$ cat config.mk
export PLATFORM = sky130hd
export DESIGN_NAME = matmul_feed
export DESIGN_NICKNAME = d
export VERILOG_FILES = /design/src/rtl/matmul_pkg.sv /design/src/rtl/matmul_idx_counter.sv /design/src/rtl/matmul_feed.sv
export SDC_FILE = /design/constraint.sdc
export NUM_CORES = 1
export LEC_CHECK = 0
export CAP_MARGIN = 20
export CORE_AREA = 2 2 107 109
export CTS_CLUSTER_SIZE = 28
export DETAILED_ROUTE_END_ITERATION = 8
export DIE_AREA = 0 0 109 111
export PLACE_DENSITY_LB_ADDON = 0.12
export SLEW_MARGIN = 15
export SYNTH_ARGS = -nofsm -noshare
export SYNTH_HDL_FRONTEND = slang
export SYNTH_SLANG_ARGS = --single-unit
$ cat constraint.sdc
create_clock -name clk -period 2.9 [get_ports clk]
set_input_delay 0.29 -clock clk [delete_from_list [all_inputs] [get_ports clk]]
set_output_delay 0.29 -clock clk [all_outputs]
set_load 0.01 [all_outputs]
$ cat src/rtl/matmul_pkg.sv
// Shared constants, sizing helpers and state encoding for the matrix-multiply feed path.
package matmul_pkg;

    localparam int unsigned ELEM_BITS = 8;

    // Width of one row/column vector of n elements.
    function automatic int unsigned vec_bits(input int unsigned n);
        return ELEM_BITS * n;
    endfunction

    // Highest index used by an n x n traversal.
    function automatic int unsigned last_idx(input int unsigned n);
        return n - 1;
    endfunction

    // Index width; a 1x1 matrix still needs a one-bit address.
    function automatic int unsigned addr_bits(input int unsigned n);
        return (n > 1) ? $clog2(n) : 1;
    endfunction

    typedef enum logic [1:0] {
        ST_IDLE  = 2'd0,
        ST_FETCH = 2'd1,
        ST_DRAIN = 2'd2,
        ST_FIN   = 2'd3
    } state_t;

endpackage

$ cat src/rtl/matmul_idx_counter.sv
// Row-major 2-D index counter: col wraps at LAST and carries into row.
module matmul_idx_counter
    import matmul_pkg::*;
#(
    parameter int unsigned ADDR_BITS = 3,
    parameter int unsigned LAST      = 7
) (
    input  logic                 clk,
    input  logic                 rst,
    input  logic                 clear,
    input  logic                 en,
    output logic [ADDR_BITS-1:0] row,
    output logic [ADDR_BITS-1:0] col,
    output logic                 last_c
);

    localparam logic [ADDR_BITS-1:0] LAST_IDX = ADDR_BITS'(LAST);

    assign last_c = (row == LAST_IDX) && (col == LAST_IDX);

    always_ff @(posedge clk) begin
        if (rst || clear) begin
            row <= '0;
            col <= '0;
        end else if (en) begin
            if (col == LAST_IDX) begin
                col <= '0;
                row <= (row == LAST_IDX) ? '0 : row + ADDR_BITS'(1);
            end else begin
                col <= col + ADDR_BITS'(1);
            end
        end
    end

endmodule

$ cat src/rtl/matmul_feed.sv
// Walks all (row, col) pairs row-major, reads A rows / B columns from sync-read
// buffers and streams them with index tags, one pair per cycle.
module matmul_feed
    import matmul_pkg::*;
#(
    parameter int unsigned MUL_SIZE  = 8,
    parameter int unsigned ADDR_BITS = addr_bits(MUL_SIZE)
) (
    input  logic                          clk,
    input  logic                          rst,
    input  logic                          start,
    output logic                          busy,
    output logic                          done,
    output logic                          a_rd_en,
    output logic [ADDR_BITS-1:0]          a_addr,
    input  logic [vec_bits(MUL_SIZE)-1:0] a_data,
    output logic                          b_rd_en,
    output logic [ADDR_BITS-1:0]          b_addr,
    input  logic [vec_bits(MUL_SIZE)-1:0] b_data,
    output logic                          out_valid,
    output logic [ADDR_BITS-1:0]          out_row_no,
    output logic [vec_bits(MUL_SIZE)-1:0] out_row,
    output logic [ADDR_BITS-1:0]          out_col_no,
    output logic [vec_bits(MUL_SIZE)-1:0] out_col
);

    state_t state;
    logic   cnt_clear_c;
    logic   cnt_en_c;
    logic   cnt_last_c;

    assign cnt_clear_c = (state == ST_IDLE) && start;
    assign cnt_en_c    = (state == ST_FETCH);

    // Counter registers drive the buffer addresses directly.
    matmul_idx_counter #(
        .ADDR_BITS (ADDR_BITS),
        .LAST      (last_idx(MUL_SIZE))
    ) u_idx (
        .clk    (clk),
        .rst    (rst),
        .clear  (cnt_clear_c),
        .en     (cnt_en_c),
        .row    (a_addr),
        .col    (b_addr),
        .last_c (cnt_last_c)
    );

    // Buffer data arrives one cycle after the read; tags are delayed to match.
    assign out_row = a_data;
    assign out_col = b_data;

    always_ff @(posedge clk) begin
        if (rst) begin
            state      <= ST_IDLE;
            busy       <= 1'b0;
            done       <= 1'b0;
            a_rd_en    <= 1'b0;
            b_rd_en    <= 1'b0;
            out_valid  <= 1'b0;
            out_row_no <= '0;
            out_col_no <= '0;
        end else begin
            out_valid <= a_rd_en;
            if (a_rd_en) begin
                out_row_no <= a_addr;
                out_col_no <= b_addr;
            end

            case (state)
                ST_IDLE: begin
                    done <= 1'b0;
                    if (start) begin
                        state   <= ST_FETCH;
                        busy    <= 1'b1;
                        a_rd_en <= 1'b1;
                        b_rd_en <= 1'b1;
                    end
                end
                ST_FETCH: begin
                    if (cnt_last_c) begin
                        state   <= ST_DRAIN;
                        a_rd_en <= 1'b0;
                        b_rd_en <= 1'b0;
                    end
                end
                ST_DRAIN: begin
                    state <= ST_FIN;
                    busy  <= 1'b0;
                    done  <= 1'b1;
                end
                ST_FIN: begin
                    state <= ST_IDLE;
                    done  <= 1'b0;
                end
                default: begin
                    state <= ST_IDLE;
                end
            endcase
        end
    end

endmodule

; After elaboration in Yosys (flattened, before gate mapping)
; Index checks and enable logic that the tools add are counted.
[totals]
out_inout_bits = 145
elab_cells = 40
regBits = 18
in_bits = 131
[op_classes]
n_eq_ne = 7
n_reduce_logical = 12
add_sub_neg = 2
mux = 10
[op_table]
columns = cell, count
row1 = case mux 2 bit (4 select lines), 1
row2 = adder 3 x 1 -> 3 bit (second input constant), 2
row3 = equality test 3 bit (second input constant), 2
row4 = 2-to-1 mux 3 bit, 2
row5 = case mux 1 bit (2 select lines), 3
row6 = AND reduction 2 bit, 3
row7 = nonzero test 2 bit, 3
row8 = equality test 2 bit (second input constant), 2
row9 = 2-to-1 mux 2 bit, 2
row10 = AND reduction 3 bit, 1
row11 = equality test 2 x 1 -> 1 bit (second input constant), 1
row12 = logical AND 1 bit, 2
row13 = logical NOT 2 bit, 1
row14 = 2-to-1 mux 1 bit, 2
row15 = != test 2 x 1 -> 1 bit (second input constant), 1
row16 = != test 2 bit (second input constant), 1
row17 = OR reduction 2 bit, 1
row18 = logical OR 1 bit, 1

; Depth between registers and ports, before layout
; Gate-level depths: netlist of run 1.
[logic_depth]
word_depth = 4
depth_mapped = 6
mapped_depth_nobuf = 5

; By module
; From an unflattened synthesis of run 1, not the netlist that was laid out.
[unflattened]
hier_cells = 213
area_unflattened_um2 = 1863.0
[by_module_without_submodules]
columns = module, n_inst, cells_per_inst, area_per_inst_um2, seq_area_each_um2
row1 = matmul_feed, 1, 183, 1544.0, 240.2
row2 = matmul_idx_counter, 1, 30, 319.1, 120.1

; Least setup slack after synthesis of run 1
; OpenSTA, ideal clock, no wires.
[synth_path]
kind = flip-flop to flip-flop
startpoint = register u_idx.col[0]
endpoint = register state[0]
path_buffers = 0
t_arrival_ps = 1420
slack_ps = 1393
path_stages_with_launch = 6
path_cell_list = dfxtp_1 -> ha_1 -> ha_1 -> a21boi_4 -> or4_1 -> o31ai_1
[synth_via]
elab_chain_len = 4
[synth_rtl]
columns = element, line
row1 = from (decl), matmul_idx_counter.sv:13  ; output logic [ADDR_BITS-1:0] col,
row2 = from (signal assigned), matmul_idx_counter.sv:30  ; col <= col + ADDR_BITS'(1);
row3 = equality test 3 bit, matmul_idx_counter.sv:19  ; assign last_c = (row == LAST_IDX) && (col == LAST_IDX);
row4 = logical AND 1 bit, matmul_idx_counter.sv:19
row5 = != test 2 x 1 -> 1 bit (no line), --
row6 = AND reduction 2 bit (no line), --
row7 = to (signal assigned), matmul_feed.sv:55  ; state <= ST_IDLE;
row8 = to (signal assigned), matmul_feed.sv:74  ; state <= ST_FETCH;
row9 = to (signal assigned), matmul_feed.sv:82  ; state <= ST_DRAIN;
row10 = to (decl), matmul_feed.sv:27  ; state_t state;
; Every way passes these cells.
; A chain may end at the register's enable or synchronous reset.

==> key figures, run 1 <==
Outcome
  – Status: complete, no violations

Detailed routing
  – Routed vias: 757
  – DRC Markers: 0
  – Remaining antenna violation count after routing: 0
  – DRT iter0 DRCs: 6
  – Vias per inst: 3.12
  – Total wire length: 3160 um
  – Drt first pass iters: 3
  – Per-cell routed wire length: 13.0 um

Finish
  – Syn-to-layout area delta: -30.0%
  – Ant diodes: 0
  – Final-stage net count: 240
  – Layout cell share with drive strength beyond 1: 5.00%
  – Most common cell after layout, fill and taps aside: clkdlybuf4s50_1
  – Layout Cells excl Fill: 243
  – Final design utilization: 11.2%
  – Most frequent cells in the layout: clkdlybuf4s50_1 (19), dfxtp_1 (18), nor2_1 (15)
  – Design Area, Final: 0.00124 sq mm

Power and ir drop
  – Power density over the cells: 774 mW/mm^2
  – Worst IR Drop VDD: 0.000163 V
  – Overall Power: 0.957 mW
  – LEAKAGE: 0.440 nW

Synthesis
  – Syn Inst Count: 209
  – Syn avg cell area: 8.45 sq um
  – Synth Register Bits: 18
  – Ys async rst share: 0%
  – Synthesized net count: 348
  – Seq/Total Area, Yosys: 20.4%
  – Post-synth EDFFs: 0
  – Yosys cell types: 19
  – Synth Warn #: 0
  – Post-Syn Area: 0.00177 sq mm
  – Ys flop type: dfxtp_1

Global route
  – Global-route wire length before repair: 4600 um
  – Congestion Overflow GR: 0
  – Initial antenna violation count: 0
  – All-Layer GR Usage: 5.19%
  – Vias in the first global route: 817
  – Largest net degree at the start of global routing: 16

Place
  – Placed Instances: 239
  – Hpwl dp: 2460 um
  – Cell Area, Placed: 0.00115 sq mm
  – Routability Congestion: 0.665
  – Pre-CTS WS: 1.10 ns
  – IO Port Bufs: 19

Critical path
  – Crit path cell chain: clkdlybuf4s50_1
  – Crit path launch type: flip-flop
  – Req. time, crit path: 2.61 ns
  – Crit end category: primary output
  – Critical path fanouts, max: 10
  – WS Path Type: reg -> out
  – CP delay by family, top: flip-flops
  – CP max stage delay: 0.64 ns
  – Crit-path slowest cell: dfxtp_1
  – Crit path DAT: 1.53 ns
  – CP bufs+invs: 1

Clock tree
  – H-tree depth: 1
  – CTS root buf: clkbuf_16
  – Clk_lat worst skew: 0.25 ns
  – CTS Hold Bufs: 0
  – Post_cts resized: 0
  – CTS tree: built
  – Post-CTS setup buffers: 0
  – Worst-path clk slew: 0.06 ns
  – # clock sinks: 18
  – Clock Tree Buf Depth: 2
  – CTS buffer count: 3

STA
  – Minimum hold slack: 0.473 ns
  – Fin worst setup slack: 1.08 ns
  – Fin crit share: 62.8%
  – Worst slew margin: 63.0%
  – Unrepaired setup endpoints after global routing: no
  – Fmax: 549 MHz
  – Setup Skew: 0.00272 ns
  – Slew @ Worst Pin: 0.553 ns
  – Min cycle time layout: 1.82 ns
  – Pins Over Slew Limit: 0
  – Final Setup Violations: 0
  – Hold Fails Final Rpt: 0
  – Setup TNS: 0 ns

Floorplan
  – Initial Util: 15.9%
  – I/O pins: 276
  – Core Region: 0.0111 sq mm
  – Die Area: 0.0121 sq mm
  – Die Height: 111 um
  – DIE WIDTH: 109 um
  – # rows: 39

Run
  – Max_cap viols: 0

Min path
  – HP Class: reg -> reg
[routing by layer]
metal  GRT usage [%]  wire length (um)  up-vias  share of wire, %
met3            2.29               416       46                13
met2            7.54              1420       61                45
met1            4.19               971      339                31
met4            7.95               360        0                11
li1                -                 -      311                 -
met5               0                 0        -                 0
[worst min-delay path, cell delays in order, from the launching register on]
cell     delay, ns
dfxtp_1       0.30
o21ai_0       0.06
a21oi_1       0.06
[report_power, final]
group | switching [mW] | total, mW | internal (mW) | leakage, nW
Sequential | 0.0533 | 0.341 | 0.288 | 0.146
Clock | 0.102 | 0.312 | 0.210 | 0.0442
Combinational | 0.140 | 0.304 | 0.163 | 0.249
[flip-flops by register name, indices dropped and copies added (netlist names)]
register,count
b_rd_en,1
busy,1
done,1
out_col_no,3
out_row_no,3
out_valid,1
state,2
u_idx.col,3
u_idx.row,3
[kinds of logic after synthesis]
logic type      count (synthesis)  share of synthesized area (%)
simple gates                   26                           6.51
fa+ha+maj                       8                           5.67
compound gates                 10                           4.04
buf+inv                       135                           56.6
mux                            12                           6.80
flops                          18                           20.4
[area by class of cell]
type	instances	area [sq um]
clock buffer	4	88.8
fill	1239	9840
inverter	3	11.3
multi-input combinational	56	407
sequential	18	360
tap	143	179
timing repair buffer	19	190
[worst paths after layout]
| kind | start | end | slack, ns | cells past startpoint |
|---|---|---|---|---|
| worst max-delay path | b_rd_en | a_rd_en | 1.08 | 1 |
| worst min-delay path | busy | busy | 0.47 | 2 |
| worst max register to register | state[1] | state[0] | 1.26 | 5 |
| worst min register to register | busy | busy | 0.47 | 2 |
[cells in the mapped netlist, types with 2 or more instances]
| cell type | number | area [sq um] |
|---|---|---|
| nand2b_1 | 2 | 12.5 |
| dfxtp_1 | 18 | 360 |
| o31ai_1 | 2 | 15.0 |
| o21ai_0 | 2 | 10.0 |
| nand2_1 | 3 | 11.3 |
| nor2b_1 | 2 | 12.5 |
| nand3_1 | 3 | 15.0 |
| inv_1 | 3 | 11.3 |
| buf_4 | 129 | 968 |
| mux2i_1 | 12 | 120 |
| nor2_1 | 15 | 56.3 |
| a21oi_1 | 4 | 20.0 |
| ha_1 | 8 | 100 |
Power figures use the tool's default switching activity.
==> inputs of run 2 (changes only) <==
--- a/config.mk
+++ b/config.mk
@@ -6,10 +6,10 @@
 export NUM_CORES = 1
 export LEC_CHECK = 0
 export CAP_MARGIN = 20
-export CORE_AREA = 2 2 107 109
+export CORE_AREA = 2 2 108 110
 export CTS_CLUSTER_SIZE = 28
 export DETAILED_ROUTE_END_ITERATION = 8
-export DIE_AREA = 0 0 109 111
+export DIE_AREA = 0 0 110 112
 export PLACE_DENSITY_LB_ADDON = 0.12
 export SLEW_MARGIN = 15
 export SYNTH_ARGS = -nofsm -noshare
==> constraint.sdc (replaced) <==
create_clock -name clk -period 1.89 [get_ports clk]
set_input_delay 0.189 -clock clk [delete_from_list [all_inputs] [get_ports clk]]
set_output_delay 0.189 -clock clk [all_outputs]
set_load 0.01 [all_outputs]
==> key figures, run 2 (same netlist as run 1, synthesis figures left out) <==
Place
  – Cell Area, Placed: 0.00118 sq mm
  – Placed Instances: 243
  – Hpwl dp: 2380 um
  – Pre-CTS WS: 0.294 ns
  – Routability Congestion: 0.687
  – IO Port Bufs: 19

Detailed routing
  – Vias per inst: 3.00
  – DRC Markers: 0
  – DRT iter0 DRCs: 17
  – Remaining antenna violation count after routing: 0
  – Routed vias: 740
  – Per-cell routed wire length: 12.4 um
  – Total wire length: 3070 um
  – Drt first pass iters: 4

Global route
  – Largest net degree at the start of global routing: 11
  – Global-route wire length before repair: 4360 um
  – All-Layer GR Usage: 4.92%
  – Congestion Overflow GR: 0
  – Vias in the first global route: 794
  – Initial antenna violation count: 0

STA
  – Min cycle time layout: 1.59 ns
  – Minimum hold slack: 0.378 ns
  – Hold Fails Final Rpt: 0
  – Fin worst setup slack: 0.295 ns
  – Setup Skew: 0.00277 ns
  – Slew @ Worst Pin: 0.266 ns
  – Unrepaired setup endpoints after global routing: no
  – Final Setup Violations: 0
  – Fmax: 627 MHz
  – Worst slew margin: 82.2%
  – Pins Over Slew Limit: 0
  – Fin crit share: 84.4%
  – Setup TNS: 0 ns

Clock tree
  – H-tree depth: 1
  – CTS buffer count: 3
  – Post_cts resized: 0
  – CTS tree: built
  – CTS root buf: clkbuf_16
  – Clk_lat worst skew: 0.25 ns
  – Worst-path clk slew: 0.06 ns
  – CTS Hold Bufs: 0
  – Clock Tree Buf Depth: 2
  – # clock sinks: 18
  – Post-CTS setup buffers: 0

Critical path
  – Crit path launch type: flip-flop
  – RR Endpoint: state[0]
  – Worst R2R Start: u_idx.col[0]
  – R2r setup slk: 0.30 ns
  – WS Path Type: reg -> reg
  – Crit path DAT: 1.76 ns
  – Reg2reg path depth: 5
  – Req. time, crit path: 2.05 ns
  – Crit end category: flip-flop
  – Critical path fanouts, max: 5

Floorplan
  – Die Height: 112 um
  – Die Area: 0.0123 sq mm
  – I/O pins: 276
  – Initial Util: 15.8%
  – DIE WIDTH: 110 um
  – Core Region: 0.0112 sq mm
  – # rows: 39

Power and ir drop
  – LEAKAGE: 0.460 nW
  – Power density over the cells: 1180 mW/mm^2
  – Overall Power: 1.50 mW
  – Worst IR Drop VDD: 0.000474 V

Finish
  – Syn-to-layout area delta: -28.3%
  – Most frequent cells in the layout: clkdlybuf4s50_1 (19), dfxtp_1 (18), nor2_1 (15)
  – Layout cell share with drive strength beyond 1: 8.65%
  – Final-stage net count: 244
  – Design Area, Final: 0.00127 sq mm
  – Layout Cells excl Fill: 247
  – Final design utilization: 11.3%
  – Ant diodes: 0
  – Fillers: 1,253
  – Most common cell after layout, fill and taps aside: clkdlybuf4s50_1

Min path
  – Hold EP: out_col[13]
  – Hold Startpoint: b_data[13]
  – Hold Crit Depth: 0
  – HP Class: in -> out

Outcome
  – Status: complete, no violations

Run
  – Max_cap viols: 0
==> run 2: changes by cell type in the layout (fill, tap and decap cells not counted) <==
cell / change
buf_4: +4
==> run 2: power by group <==
| group | switching (mW) | internal (mW) | leakage [nW] |
|---|---|---|---|
| Clock | 0.154 | 0.322 | 0.0442 |
| Sequential | 0.0395 | 0.442 | 0.146 |
| Combinational | 0.268 | 0.275 | 0.269 |
| Total | 0.461 | 1.04 | 0.460 |
==> run 2: worst max-delay path by stage <==
stage,from,endpoint,slack [ns],cells after the start
after floorplan,u_idx.col[0],state[0],0.38,5
after global placement,u_idx.col[0],state[0],0.34,5
after detailed placement,u_idx.col[0],state[0],0.29,5
after CTS,u_idx.col[0],state[0],0.27,5
after global routing,u_idx.col[0],state[0],0.19,5
final,u_idx.col[0],state[0],0.30,5
==> run 2: final cells by class <==
class / count / area [sq um] / area share, %
Multi-Input combinational cell: 56 / 407 / 32.1
Tap cell: 143 / 179 / 14.1
Sequential cell: 18 / 360 / 28.5
Clock buffer: 4 / 88.8 / 7.02
Inverter: 3 / 11.3 / 0.889
Timing Repair Buffer: 23 / 220 / 17.4
==> run 2: metal layers <==
| metal | up-vias | global-route usage (%) | wire length [um] |
|---|---|---|---|
| met5 | - | 0 | 0 |
| met4 | 0 | 8.44 | 437 |
| met3 | 55 | 1.76 | 400 |
| met2 | 48 | 6.34 | 1170 |
| met1 | 319 | 4.53 | 1060 |
| li1 | 318 | - | - |
==> run 2: critical path, cell delays in order, from the launching register on <==
cell and delay (ns):
dfxtp_1 0.39, ha_1 0.17, ha_1 0.30, a21boi_4 0.10, or4_1 0.47, o31ai_1 0.08
